--- config.mk ---
export PLATFORM = sky130hd
export DESIGN_NAME = cluster_ctrl
export DESIGN_NICKNAME = d
export VERILOG_FILES = /design/src/rtl/cluster_ctrl_pkg.sv /design/src/rtl/cluster_ctrl_rise.sv /design/src/rtl/cluster_ctrl.sv
export SDC_FILE = /design/constraint.sdc
export NUM_CORES = 1
export LEC_CHECK = 0
export ABC_AREA = 1
export CORE_MARGIN = 2
export CORE_UTILIZATION = 45
export DETAILED_ROUTE_END_ITERATION = 8
export GPL_TIMING_DRIVEN = 0
export PLACE_DENSITY = 0.68
export SETUP_SLACK_MARGIN = 0.02
export SLEW_MARGIN = 20
export SYNTH_ARGS = -nofsm -noshare
export SYNTH_HDL_FRONTEND = slang
export SYNTH_SLANG_ARGS = --single-unit
--- constraint.sdc ---
create_clock -name clk -period 3.8 [get_ports clk]
set_input_delay 1.14 -clock clk [delete_from_list [all_inputs] [get_ports clk]]
set_output_delay 1.14 -clock clk [all_outputs]
set_load 0.02 [all_outputs]
--- src/rtl/cluster_ctrl_pkg.sv ---
// Shared types and default sizing for the cluster slice sequencer.
// The watchdog feature is enabled by defining CLUSTER_CTRL_TIMEOUT_EN.
package cluster_ctrl_pkg;

    typedef enum logic [3:0] {
        ST_IDLE,
        ST_LD_WGHT,
        ST_WT_WGHT,
        ST_GAP1,
        ST_LD_IACT,
        ST_WT_IACT,
        ST_GAP2,
        ST_START,
        ST_WT_COMP,
        ST_WB,
        ST_NEXT,
        ST_DONE
    } ctrl_state_t;

    // Gap and writeback phase counters never exceed 255.
    localparam int PHASE_CNT_W = 8;

    localparam int DEF_NUM_ITER       = 3;
    localparam int DEF_ITER_BITWIDTH  = 4;
    localparam int DEF_GAP_CYCLES     = 4;
    localparam int DEF_WB_CYCLES      = 3;
    localparam int DEF_TIMEOUT_CYCLES = 1024;

    function automatic logic is_wait(input ctrl_state_t s);
        return s inside {ST_WT_WGHT, ST_WT_IACT, ST_WT_COMP};
    endfunction

endpackage

--- src/rtl/cluster_ctrl_rise.sv ---
// Rising-edge detector: registers a level and flags a 0->1 transition
// against the previous cycle's value.
module rise_detect (
    input  logic clk,
    input  logic rst_n,
    input  logic level,
    output logic rise
);

    logic level_q;
    logic level_d;

    always_comb begin
        level_d = level;
    end

    always_ff @(posedge clk or negedge rst_n) begin
        if (!rst_n) begin
            level_q <= 1'b0;
        end else begin
            level_q <= level_d;
        end
    end

    assign rise = level & ~level_q;

endmodule

--- src/rtl/cluster_ctrl.sv ---
// Job sequencer for one GLB/router/PE cluster slice: weight load, iact load,
// then NUM_ITER start/writeback iterations. Optional watchdog: CLUSTER_CTRL_TIMEOUT_EN.
module cluster_ctrl
    import cluster_ctrl_pkg::*;
#(
    parameter int NUM_ITER       = DEF_NUM_ITER,
    parameter int ITER_BITWIDTH  = DEF_ITER_BITWIDTH,
    parameter int GAP_CYCLES     = DEF_GAP_CYCLES,
    parameter int WB_CYCLES      = DEF_WB_CYCLES,
    parameter int TIMEOUT_CYCLES = DEF_TIMEOUT_CYCLES
) (
    input  logic                     clk,
    input  logic                     reset,
    input  logic                     run,
    input  logic                     abort,
    input  logic                     load_done,
    input  logic                     compute_done,
    output logic                     load_spad_ctrl,
    output logic                     load_spad_ctrl_iact,
    output logic                     start,
    output logic                     write_psum_ctrl,
    output logic                     busy,
    output logic                     done,
    output logic [ITER_BITWIDTH-1:0] iter_cnt,
    output logic                     error
);

    if (NUM_ITER < 1 || NUM_ITER > (2 ** ITER_BITWIDTH) - 1 ||
        GAP_CYCLES < 0 || GAP_CYCLES > 255 ||
        WB_CYCLES < 1 || WB_CYCLES > 255 || TIMEOUT_CYCLES < 1) begin : g_param_check
        $error("cluster_ctrl: illegal parameter combination");
    end

    localparam bit GAP_NONE = (GAP_CYCLES == 0);
    localparam logic [PHASE_CNT_W-1:0] GAP_LAST = PHASE_CNT_W'(GAP_NONE ? 0 : GAP_CYCLES - 1);
    localparam logic [PHASE_CNT_W-1:0] WB_LAST  = PHASE_CNT_W'(WB_CYCLES - 1);
    localparam logic [ITER_BITWIDTH-1:0] ITER_LAST = ITER_BITWIDTH'(NUM_ITER - 1);

    ctrl_state_t              state_q, state_d;
    logic [ITER_BITWIDTH-1:0] iter_q, iter_d;
    logic [PHASE_CNT_W-1:0]   phase_q, phase_d;
    logic                     load_rise;
    logic                     comp_rise;
    logic                     wdog_expired;

    // Levels stay high across phases, so only fresh rising edges advance the waits.
    rise_detect u_load_rise (
        .clk   (clk),
        .rst_n (reset),
        .level (load_done),
        .rise  (load_rise)
    );

    rise_detect u_comp_rise (
        .clk   (clk),
        .rst_n (reset),
        .level (compute_done),
        .rise  (comp_rise)
    );

    always_comb begin
        state_d = state_q;
        iter_d  = iter_q;
        phase_d = '0;
        case (state_q)
            ST_IDLE: begin
                if (run) begin
                    state_d = ST_LD_WGHT;
                    iter_d  = '0;
                end
            end
            ST_LD_WGHT: state_d = ST_WT_WGHT;
            ST_WT_WGHT: if (load_rise) state_d = GAP_NONE ? ST_LD_IACT : ST_GAP1;
            ST_GAP1: begin
                if (phase_q == GAP_LAST) state_d = ST_LD_IACT;
                else                     phase_d = phase_q + 1'b1;
            end
            ST_LD_IACT: state_d = ST_WT_IACT;
            ST_WT_IACT: if (load_rise) state_d = GAP_NONE ? ST_START : ST_GAP2;
            ST_GAP2: begin
                if (phase_q == GAP_LAST) state_d = ST_START;
                else                     phase_d = phase_q + 1'b1;
            end
            ST_START:   state_d = ST_WT_COMP;
            ST_WT_COMP: if (comp_rise) state_d = ST_WB;
            ST_WB: begin
                if (phase_q == WB_LAST) state_d = ST_NEXT;
                else                    phase_d = phase_q + 1'b1;
            end
            ST_NEXT: begin
                if (iter_q == ITER_LAST) begin
                    state_d = ST_DONE;
                end else begin
                    // Weights and iacts stay resident; only the compute loop repeats.
                    iter_d  = iter_q + 1'b1;
                    state_d = GAP_NONE ? ST_START : ST_GAP2;
                end
            end
            ST_DONE: state_d = ST_IDLE;
            default: state_d = ST_IDLE;
        endcase
        if (wdog_expired) begin
            state_d = ST_IDLE;
            iter_d  = '0;
            phase_d = '0;
        end
        if (abort) begin
            state_d = ST_IDLE;
            iter_d  = '0;
            phase_d = '0;
        end
    end

    always_ff @(posedge clk or negedge reset) begin
        if (!reset) begin
            state_q <= ST_IDLE;
            iter_q  <= '0;
            phase_q <= '0;
        end else begin
            state_q <= state_d;
            iter_q  <= iter_d;
            phase_q <= phase_d;
        end
    end

`ifdef CLUSTER_CTRL_TIMEOUT_EN
    localparam int WDOG_W = $clog2(TIMEOUT_CYCLES + 1);
    localparam logic [WDOG_W-1:0] WDOG_LAST = WDOG_W'(TIMEOUT_CYCLES - 1);

    logic [WDOG_W-1:0] wdog_q, wdog_d;
    logic              error_q, error_d;

    assign wdog_expired = is_wait(state_q) && (wdog_q == WDOG_LAST);

    // Counter restarts whenever a wait state is (re)entered.
    always_comb begin
        wdog_d  = '0;
        error_d = error_q;
        if (is_wait(state_q) && (state_d == state_q)) wdog_d = wdog_q + 1'b1;
        if (wdog_expired && !abort) error_d = 1'b1;
        if ((state_q == ST_IDLE) && run && !abort) error_d = 1'b0;
    end

    always_ff @(posedge clk or negedge reset) begin
        if (!reset) begin
            wdog_q  <= '0;
            error_q <= 1'b0;
        end else begin
            wdog_q  <= wdog_d;
            error_q <= error_d;
        end
    end

    assign error = error_q;
`else
    assign wdog_expired = 1'b0;
    assign error        = 1'b0;
`endif

    assign load_spad_ctrl      = (state_q == ST_LD_WGHT);
    assign load_spad_ctrl_iact = (state_q == ST_LD_IACT);
    assign start               = (state_q == ST_START);
    assign write_psum_ctrl     = (state_q == ST_WB);
    assign done                = (state_q == ST_DONE);
    assign busy                = !(state_q inside {ST_IDLE, ST_DONE});
    assign iter_cnt            = iter_q;

endmodule

==> impl_metrics.py <==
metrics = {
    "cts": {
        "cts.sinks": 18,
        "clkSlewWorstSetupHoldPaths_ns": 0.10,
        "cts_buffers": 3,
        "root_buffer": "clkbuf_4",
        "postCtsHoldBufs": 0,
        "max-clock-path-buffers": 2,
        "htree_num_levels": 1,
        "post_cts_buffers": 0,
        "postCtsResizedCells": 0,
        "clk_latency_ns": 0.31,
        "cts_tree": "built",
    },
    "grt": {
        "grt_pass1_vias": 981,
        "grt_max_degree": 19,
        "grt_pass1_wl_um": 4257,
        "gr-total-overflow": 0,
        "grt.total_usage_pct": 19.81,
        "antenna_found_initial": 0,
    },
    "timing": {
        "fin_crit_sh_pct": 79.30,
        "hold_violations": 0,
        "period_minus_slack_ns": 3.013,
        "worst_slack_ns": 0.7866,
        "slew-limit-headroom_pct": 46.02,
        "rsz0062_at_grt": "false",
        "worst_pin_slew_ns": 0.8071,
        "fmax_ghz": 0.3319,
        "finalSetupTns_ns": 0,
        "setup_viol": 0,
        "fin_worst_skew_ns": 0.006114,
        "drv_slew": 0,
    },
    "route": {
        "drtIter0Drc": 33,
        "ant_nets": 0,
        "wl_um": 2501,
        "vias": 1096,
        "via_per_inst": 5.028,
        "drc": 0,
        "first_pass_iters": 4,
        "wire_per_inst_um": 11.47,
    },
    "setup_path": {
        "end_kind": "primary output",
        "critPathMaxStageDelay_ns": 0.64,
        "cp_data_arrival_time_ns": 1.87,
        "timing.rr.end": "state_q[1]",
        "crit_type": "reg -> out",
        "cp-startpoint": "state_q[2]",
        "rr_startpoint": "state_q[1]",
        "cp_top_family": "buffers and inverters",
        "cp_slowest_cell": "clkdlybuf4s50_1",
        "cp-start-kind": "flop",
        "rr_worst_depth": 8,
        "worstPathRequired_ns": 2.66,
        "critPathMaxFanout": 5,
        "cp_num_buf_inv": 3,
        "crit_chain": "inv_1, nor2_2, inv_1, nor3_1, clkdlybuf4s50_1",
        "regToRegSetupSlack_ns": 2.31,
        "critPathMostFrequentCell": "inv_1",
    },
    "synthesis": {
        "ys.flop_type": "dfrtp_1",
        "synth_fa_ha_area_share_pct": 4.251,
        "synth-simple-area-share_pct": 38.47,
        "muxShareOfSynthArea_pct": 0,
        "ys_seq_elements": 18,
        "ys_warn_count": 0,
        "synth_top_family_by_area": "simple AND/OR/NAND/NOR gates",
        "syn_avg_cell_area_sq_um": 6.926,
        "synth_nets": 180,
        "yosysMostFrequentCell": "nand2_1",
        "yosys.area.top_type_share_pct": 38.26,
        "synthXorXnorAreaFrac_pct": 4.463,
        "syn_area_sq_mm": 0.001177,
        "synth_edf_count": 0,
        "synth_common_cells": "48 x nand2_1, 29 x nor2_1, 22 x inv_1, 18 x dfrtp_1, 8 x nand3_1",
        "post-synth-top-area-cell": "dfrtp_1",
        "ys_async_sr_fraction_pct": 100.0,
        "synthCells": 170,
        "yosys.cell_types.count": 22,
        "synth_compound_area_share_pct": 4.995,
        "synth_area_leaders": "dfrtp_1 38%, nand2_1 15%, nor2_1 9.2%",
        "synth_seq_area_share_pct": 38.26,
    },
    "die": {
        "core-area_sq_mm": 0.002477,
        "die_w_um": 55.15,
        "floorplan.initialDensity_pct": 47.53,
        "ios": 17,
        "die_h_um": 55.15,
        "die_area_sq_mm": 0.003042,
        "rows": 18,
    },
    "place": {
        "pre_cts_ws_ns": 1.169,
        "dp_hpwl_um": 1897,
        "port_buffers": 14,
        "place_congestion": 0.9121,
    },
    "min_path": {
        "hp-start": "phase_q[0]",
        "min_path_cells": 1,
        "whs_endpoint": "phase_q[0]",
        "hold_class": "reg -> reg",
    },
    "power": {
        "leakagePower_nw": 0.6653,
        "peakVddDrop_uv": 293.7,
        "pwr_density_cell_mw_per_mm2": 415.1,
    },
    "job": {
        "drv_cap": 0,
    },
    "final_layout": {
        "drive_gt1_share_pct": 10.11,
        "n_antenna_cell": 0,
        "nets": 199,
        "area_growth_pct": 18.17,
    },
    "outcome": {
        "outcome": "finished, final reports clean",
    },
}
[registers in the layout, summed over array words and instances, names as in the netlist]
signal               flops
state_q                  4
u_load_rise.level_q      1
u_comp_rise.level_q      1
phase_q                  8
iter_cnt                 4
[through the flow]
| stage | utilization, % | std cells | total power, mW | cell area, sq um | hold WS [ns] |
|---|---|---|---|---|---|
| finish | 56.16 | 218 | 0.5775 | 1391 | 0.4905 |
| detailed placement | 54.70 | 214 | 0.4560 | 1355 | 0.4849 |
| global placement | 54.70 | 214 | 0.4534 | 1355 | 0.4774 |
| global route | 56.16 | 218 | 0.6192 | 1391 | 0.5200 |
| CTS | 56.16 | 218 | 0.5782 | 1391 | 0.5001 |
| floorplan | - | 170 | 0.3858 | 1177 | 0.4506 |
[layer usage]
metal / share of wire [%] / track usage [%] / up-vias
met1: 47 / 25.63 / 495
met2: 46 / 32.54 / 39
met5: 0 / 0 / -
li1: - / - / 555
met4: 2.0 / 8.537 / 0
met3: 4.6 / 3.226 / 7
[how the worst max path moves through the flow]
stage	to	slack (ns)	cells after the start
final	load_spad_ctrl_iact	0.79	5
after global placement	load_spad_ctrl_iact	1.18	5
after CTS	load_spad_ctrl_iact	0.80	5
after global routing	start	0.72	5
after detailed placement	load_spad_ctrl_iact	1.17	5
after floorplan	busy	1.53	4
[cells in the final DEF, fill, tap and decap left out, types with 2 or more instances in the layout]
master and instances:
nand2_2 4, buf_4 2, a21oi_1 2, inv_2 3, nand3_1 8, inv_1 22
o21ai_0 4, clkdlybuf4s50_1 14, nor2_1 29, nor2_4 3, xor2_1 5, clkbuf_4 3
o21ai_1 2, nand2_1 48, dfrtp_1 18, nor3_1 7, a31oi_1 2, nor2_2 2
ha_1 4
[logic make-up after synthesis]
group           Yosys count
xor+xnor                  6
fa+ha+maj                 4
flops                    18
simple gates            103
other cells               1
buf+inv                  27
compound gates           11
[power by group]
group / switching [mW] / internal (mW) / leakage (nW) / total (mW)
logic: 0.147 / 0.0809 / 0.400 / 0.228
clock network: 0.0652 / 0.0585 / 0.0210 / 0.124
registers: 0.0205 / 0.205 / 0.245 / 0.226
total: 0.233 / 0.345 / 0.665 / 0.577
[area by class of cell]
class	count	area, sq um
Buffer	2	15.01
Clock buffer	4	36.28
Fill cell	234	1086
Inverter	25	93.84
Multi-Input combinational cell	125	618.1
Sequential cell	18	450.4
Tap cell	30	37.54
Timing Repair Buffer	14	140.1
(Power assumes the default switching activity.)
